### src/rtl/core_sequencer.sv
// Multi-cycle fetch/decode/execute/writeback sequencer for the rv32i minimum core.
// Define CORE_SEQUENCER_PERF_EN to add the cycle_count/instret_count performance counters.
module core_sequencer #(
  parameter logic [31:0] RESET_PC     = 32'h0000_0000,
  parameter int          IMEM_TIMEOUT = 16
) (
  input  logic        clock,
  input  logic        reset_n,
  input  logic        run,
  output logic        imem_req,
  output logic [31:0] imem_addr,
  input  logic        imem_ready,
  input  logic [31:0] imem_rdata,
  output logic [31:0] instruction,
  input  logic        illegal,
  input  logic        next_pc_valid,
  input  logic [31:0] next_pc,
  output logic [31:0] pc,
  output logic        register_file_write_enable,
  output logic        halted,
  output logic        fault,
  output logic [1:0]  fault_cause,
`ifdef CORE_SEQUENCER_PERF_EN
  output logic [63:0] cycle_count,
  output logic [63:0] instret_count,
`endif
  output logic [2:0]  dbg_state
);

  typedef enum logic [2:0] {
    S_HALT      = 3'd0,
    S_FETCH     = 3'd1,
    S_DECODE    = 3'd2,
    S_EXECUTE   = 3'd3,
    S_WRITEBACK = 3'd4,
    S_FAULT     = 3'd5
  } state_t;

  localparam int CW = $clog2(IMEM_TIMEOUT + 1);

  state_t          state_q, state_d;
  logic [31:0]     pc_q, pc_d;
  logic [31:0]     npc_q, npc_d;
  logic [31:0]     instr_q, instr_d;
  logic [CW-1:0]   tmo_q, tmo_d;
  logic [1:0]      cause_q, cause_d;

  always_ff @(posedge clock or negedge reset_n) begin
    if (!reset_n) begin
      state_q <= S_HALT;
      pc_q    <= RESET_PC;
      npc_q   <= RESET_PC;
      instr_q <= 32'h0000_0013;
      tmo_q   <= '0;
      cause_q <= 2'b00;
    end else begin
      state_q <= state_d;
      pc_q    <= pc_d;
      npc_q   <= npc_d;
      instr_q <= instr_d;
      tmo_q   <= tmo_d;
      cause_q <= cause_d;
    end
  end

  // The timeout counter only survives consecutive no-ready FETCH cycles.
  always_comb begin
    state_d = state_q;
    pc_d    = pc_q;
    npc_d   = npc_q;
    instr_d = instr_q;
    tmo_d   = '0;
    cause_d = cause_q;
    case (state_q)
      S_HALT: begin
        if (run) state_d = S_FETCH;
      end
      S_FETCH: begin
        if (imem_ready) begin
          instr_d = imem_rdata;
          state_d = S_DECODE;
        end else if (tmo_q == CW'(IMEM_TIMEOUT - 1)) begin
          cause_d = 2'b01;
          state_d = S_FAULT;
        end else begin
          tmo_d = tmo_q + CW'(1);
        end
      end
      S_DECODE: begin
        if (illegal) begin
          cause_d = 2'b10;
          state_d = S_FAULT;
        end else begin
          state_d = S_EXECUTE;
        end
      end
      S_EXECUTE: begin
        if (next_pc_valid && (next_pc[1:0] != 2'b00)) begin
          cause_d = 2'b11;
          state_d = S_FAULT;
        end else begin
          npc_d   = next_pc_valid ? next_pc : pc_q + 32'd4;
          state_d = S_WRITEBACK;
        end
      end
      S_WRITEBACK: begin
        pc_d    = npc_q;
        state_d = run ? S_FETCH : S_HALT;
      end
      S_FAULT: begin
        state_d = S_FAULT;
      end
      default: begin
        state_d = S_HALT;
      end
    endcase
  end

  assign imem_req                   = (state_q == S_FETCH);
  assign imem_addr                  = pc_q;
  assign instruction                = instr_q;
  assign pc                         = pc_q;
  assign register_file_write_enable = (state_q == S_WRITEBACK);
  assign halted                     = (state_q == S_HALT) || (state_q == S_FAULT);
  assign fault                      = (state_q == S_FAULT);
  assign fault_cause                = cause_q;
  assign dbg_state                  = state_q;

`ifdef CORE_SEQUENCER_PERF_EN
  logic [63:0] cycle_q, instret_q;

  always_ff @(posedge clock or negedge reset_n) begin
    if (!reset_n) begin
      cycle_q   <= 64'd0;
      instret_q <= 64'd0;
    end else begin
      if (!halted) cycle_q <= cycle_q + 64'd1;
      if (state_q == S_WRITEBACK) instret_q <= instret_q + 64'd1;
    end
  end

  assign cycle_count   = cycle_q;
  assign instret_count = instret_q;
`endif

endmodule
### config.mk
export PLATFORM = sky130hd
export DESIGN_NAME = core_sequencer
export DESIGN_NICKNAME = d
export VERILOG_FILES = /design/src/rtl/core_sequencer.sv
export SDC_FILE = /design/constraint.sdc
export NUM_CORES = 1
export LEC_CHECK = 0
export ABC_AREA = 1
export ABC_CLOCK_PERIOD_IN_PS = 1800
export BUFFER_PORTS_ARGS = -buffer_cell sky130_fd_sc_hd__clkbuf_2
export CAP_MARGIN = 30
export CORE_UTILIZATION = 50
export CTS_CLUSTER_SIZE = 8
export DETAILED_ROUTE_END_ITERATION = 16
export GPL_ROUTABILITY_DRIVEN = 0
export PLACE_DENSITY = 0.78
export SYNTH_ARGS = -nofsm -noshare
export SYNTH_HDL_FRONTEND = slang
export SYNTH_SLANG_ARGS = --single-unit
### constraint.sdc
create_clock -name clock -period 1.8 [get_ports clock]
set_clock_uncertainty 0.15 [all_clocks]
set_input_delay 0.18 -clock clock [delete_from_list [all_inputs] [get_ports clock]]
set_output_delay 0.18 -clock clock [all_outputs]
set_load 0.005 [all_outputs]
==> out/metrics.yaml <==
worst_setup_path:
  criticalPathCategory: "register to output port"
  path_max_fanout: 4
  required_ns: 1.47
  worstSetupStartpointType: "register"
  setup.worst_path.end_class: "output port"
  data_arrival_time_of_the_worst_path_ns: 1.39
logic_synthesis:
  ys_seq_elements: 106
  synthesis.nets: 738
  post_synth_design_cell_area_sq_mm: 0.00560
  synth-warning-count: 0
  ys_types: 32
  post_synthesis_instance_total: 666
  synthFlopType: "sky130_fd_sc_hd__dfrtp_1"
  synth-edff-count: 0
  sequential_to_total_area_share_from_yosys_stat_pct: 47.5
  avgSynthCellArea_sq_um: 8.41
  synth-async-reset-ratio_pct: 100
timing:
  fin_tns_setup_ns: 0
  worstMarginPinSlew_ns: 0.582
  final.period_utilization_pct: 95.3
  slew-limit-headroom_pct: 61.2
  min_period_ns: 1.72
  rsz_0062_raised_after_global_routing: "true"
  count_of_final_max_slew_check_failures: 0
  fmaxAchievable_ghz: 0.583
  setup_viol_count_final: 0
  setup_slack_ns: 0.0843
  hold_violations: 0
routing:
  drtPass1Iterations: 5
  avgRoutedWirePerCell_microns: 14.5
  drtIter0Drc: 301
  antenna_left: 0
  avgViaCountPerCell: 5.09
  drcViolationCount: 0
  vias: 5229
  routed_wire_length_microns: 14900
floorplanning:
  die_h_microns: 108
  coreArea_sq_mm: 0.0109
  design.portCount: 175
  initial_core_util_pct: 51.4
  die-width_microns: 108
  dieArea_sq_mm: 0.0116
  row_count: 38
placement:
  port-buffer-count: 174
  detailedPlace.worstSlack_ns: 0.0574
  detailed_place_hpwl_microns: 10200
layout:
  final_cell_mix: "192 x sky130_fd_sc_hd__nand2_1, 173 x sky130_fd_sc_hd__clkbuf_2, 92 x sky130_fd_sc_hd__dfrtp_1"
  leading_cell_type_in_the_layout_fill_and_taps_excluded: "sky130_fd_sc_hd__nand2_1"
  antennaDiodeCount: 0
  fin_util_pct: 67.9
  drive_above_1_share_pct: 32.9
  num-nets-final: 955
  area_growth_from_synthesis_to_layout_pct: 32.1
clocking:
  numCtsBuffers: 9
  cts_tree: "built"
  clkTransAtPathRegs_ns: 0.11
  numClockSinks: 106
  clk_root_buffer_cell: "sky130_fd_sc_hd__clkbuf_8"
  clock_path_buffers: 2
  clk_latency_ns: 0.38
  cts.htree.levels: 3
run_status:
  outcome: "finished, final reports clean"
power_and_ir_drop:
  power.density_cell_area_mw_per_mm2: 1440
  ir_drop_uv: 905
  leakage_power_total_nw: 3.71
global_routing:
  grt_util_all_layers_pct: 26.2
  grt_start_max_net_pins: 107
  grt_pass1_vias: 4946
  grt_first_pass_wirelength_microns: 23600
  globalRoute.totalOverflow: 0
  number_of_antenna_violations_at_the_first_check_in_global_routing: 0
job:
  max-cap-violations: 0
min_path:
  timing.hold.worst.class: "input port to register"
## cell usage after synthesis, types with 3 or more instances
cell / number / area share [%]
sky130_fd_sc_hd__a21oi_1: 24 / 2.1
sky130_fd_sc_hd__a22oi_1: 3 / 0.40
sky130_fd_sc_hd__a31oi_1: 4 / 0.45
sky130_fd_sc_hd__buf_2: 13 / 1.2
sky130_fd_sc_hd__buf_4: 34 / 4.6
sky130_fd_sc_hd__buf_6: 3 / 0.60
sky130_fd_sc_hd__clkbuf_1: 3 / 0.20
sky130_fd_sc_hd__dfrtp_1: 103 / 46
sky130_fd_sc_hd__dfstp_2: 3 / 1.4
sky130_fd_sc_hd__inv_1: 42 / 2.8
sky130_fd_sc_hd__inv_2: 4 / 0.27
sky130_fd_sc_hd__mux2_4: 30 / 8.0
sky130_fd_sc_hd__nand2_1: 192 / 13
sky130_fd_sc_hd__nand2_2: 5 / 0.56
sky130_fd_sc_hd__nand3_1: 40 / 3.6
sky130_fd_sc_hd__nor2_1: 85 / 5.7
sky130_fd_sc_hd__nor2_2: 7 / 0.78
sky130_fd_sc_hd__nor2_4: 5 / 1.0
sky130_fd_sc_hd__o21ai_0: 40 / 3.6
sky130_fd_sc_hd__o21ai_1: 7 / 0.63
sky130_fd_sc_hd__xor2_1: 3 / 0.47
## routing by layer
layer | wire [microns] | vias up | global-route usage [%]
li1 | - | 2525 | -
met4 | 420 | 0 | 11.6
met3 | 745 | 36 | 3.69
met5 | 0 | - | 0
met2 | 7550 | 195 | 43.5
met1 | 6230 | 2473 | 33.9
## worst paths after layout
path	startpoint	endpoint	slack, ns	cells past startpoint
setup / recovery	dbg_state[0]$_DFFE_PN0P_	halted	0.08	5
hold / removal	next_pc[0]	npc_q[0]$_DFFE_PN0P_	0.009	3
setup reg to reg	dbg_state[2]$_DFFE_PN0P_	npc_q[18]$_DFFE_PN0P_	0.09	7
hold reg to reg	tmo_q[0]$_DFF_PN0_	tmo_q[0]$_DFF_PN0_	0.31	1
max in group asynchronous	reset_n	imem_addr[8]$_DFFE_PN0N_	0.78	3
min in group asynchronous	reset_n	instruction[9]$_DFFE_PN0P_	0.23	3
## per-stage QoR
| step | area (sq um) | hold WS (ns) | total power [mW] | cells |
|---|---|---|---|---|
| 2_1_floorplan | 5600 | -0.266 | 7.23 | 666 |
| 3_3_place_gp | 6480 | 0.144 | 8.70 | 947 |
| 3_5_place_dp | 6480 | 0.153 | 8.90 | 947 |
| 4_1_cts | 7320 | 0.00129 | 10.6 | 1026 |
| 5_1_grt | 7390 | 0.0256 | 11.4 | 1028 |
| 6_report | 7390 | 0.00860 | 10.6 | 1028 |
## layout make-up
class                      count  area, sq um
timing repair buffer         260         1730
fill                         855         3500
clock buffer                   9          124
tap                          140          175
sequential                   106         2670
multi-input combinational    460         2440
clock inverter                 7         76.3
inverter                      46          174
## kinds of logic (layout without fill, tap and decap cells)
kind of cell             Yosys count  in the layout  share of synthesized area [%]
AND/OR/NAND/NOR                  340            340                           25.6
flip-flops                       106            106                           47.5
adder cells (fa/ha/maj)            2              2                          0.447
multiplexers                      32             32                           8.45
buffers and inverters            100            322                           9.68
XOR/XNOR                           5              5                          0.782
AO/OA/AOI/OAI                     81             81                           7.62
## timing repair
| action | 4_1_cts | 5_1_grt |
|---|---|---|
| buffers inserted | 0 | 2 |
| pin swaps | 0 | 2 |
| hold buffers | 63 | 0 |
| hold endpoints to repair | 166 | 0 |
| setup endpoints to repair | 1 | 27 |
| resized for setup | 3 | 23 |
## sequential cells by signal, summed over array words and instances (netlist names)
register and cells:
dbg_state 3, fault_cause 2, imem_addr 32, instruction 32, npc_q 32, tmo_q 5
## power by group
part	switching, mW	leakage (nW)	internal (mW)	total [mW]
Clock	0.859	0.0962	0.653	1.51
Sequential	0.949	1.28	3.53	4.48
Combinational	2.28	2.33	2.35	4.62
## worst max-delay path, stage by stage, from the launching register on
cell	delay, ns
sky130_fd_sc_hd__dfrtp_2	0.43
sky130_fd_sc_hd__inv_2	0.08
sky130_fd_sc_hd__nor2_1	0.15
sky130_fd_sc_hd__nand2_1	0.12
sky130_fd_sc_hd__nand2_1	0.10
sky130_fd_sc_hd__clkbuf_2	0.12
Power figures use the tool's default switching activity.
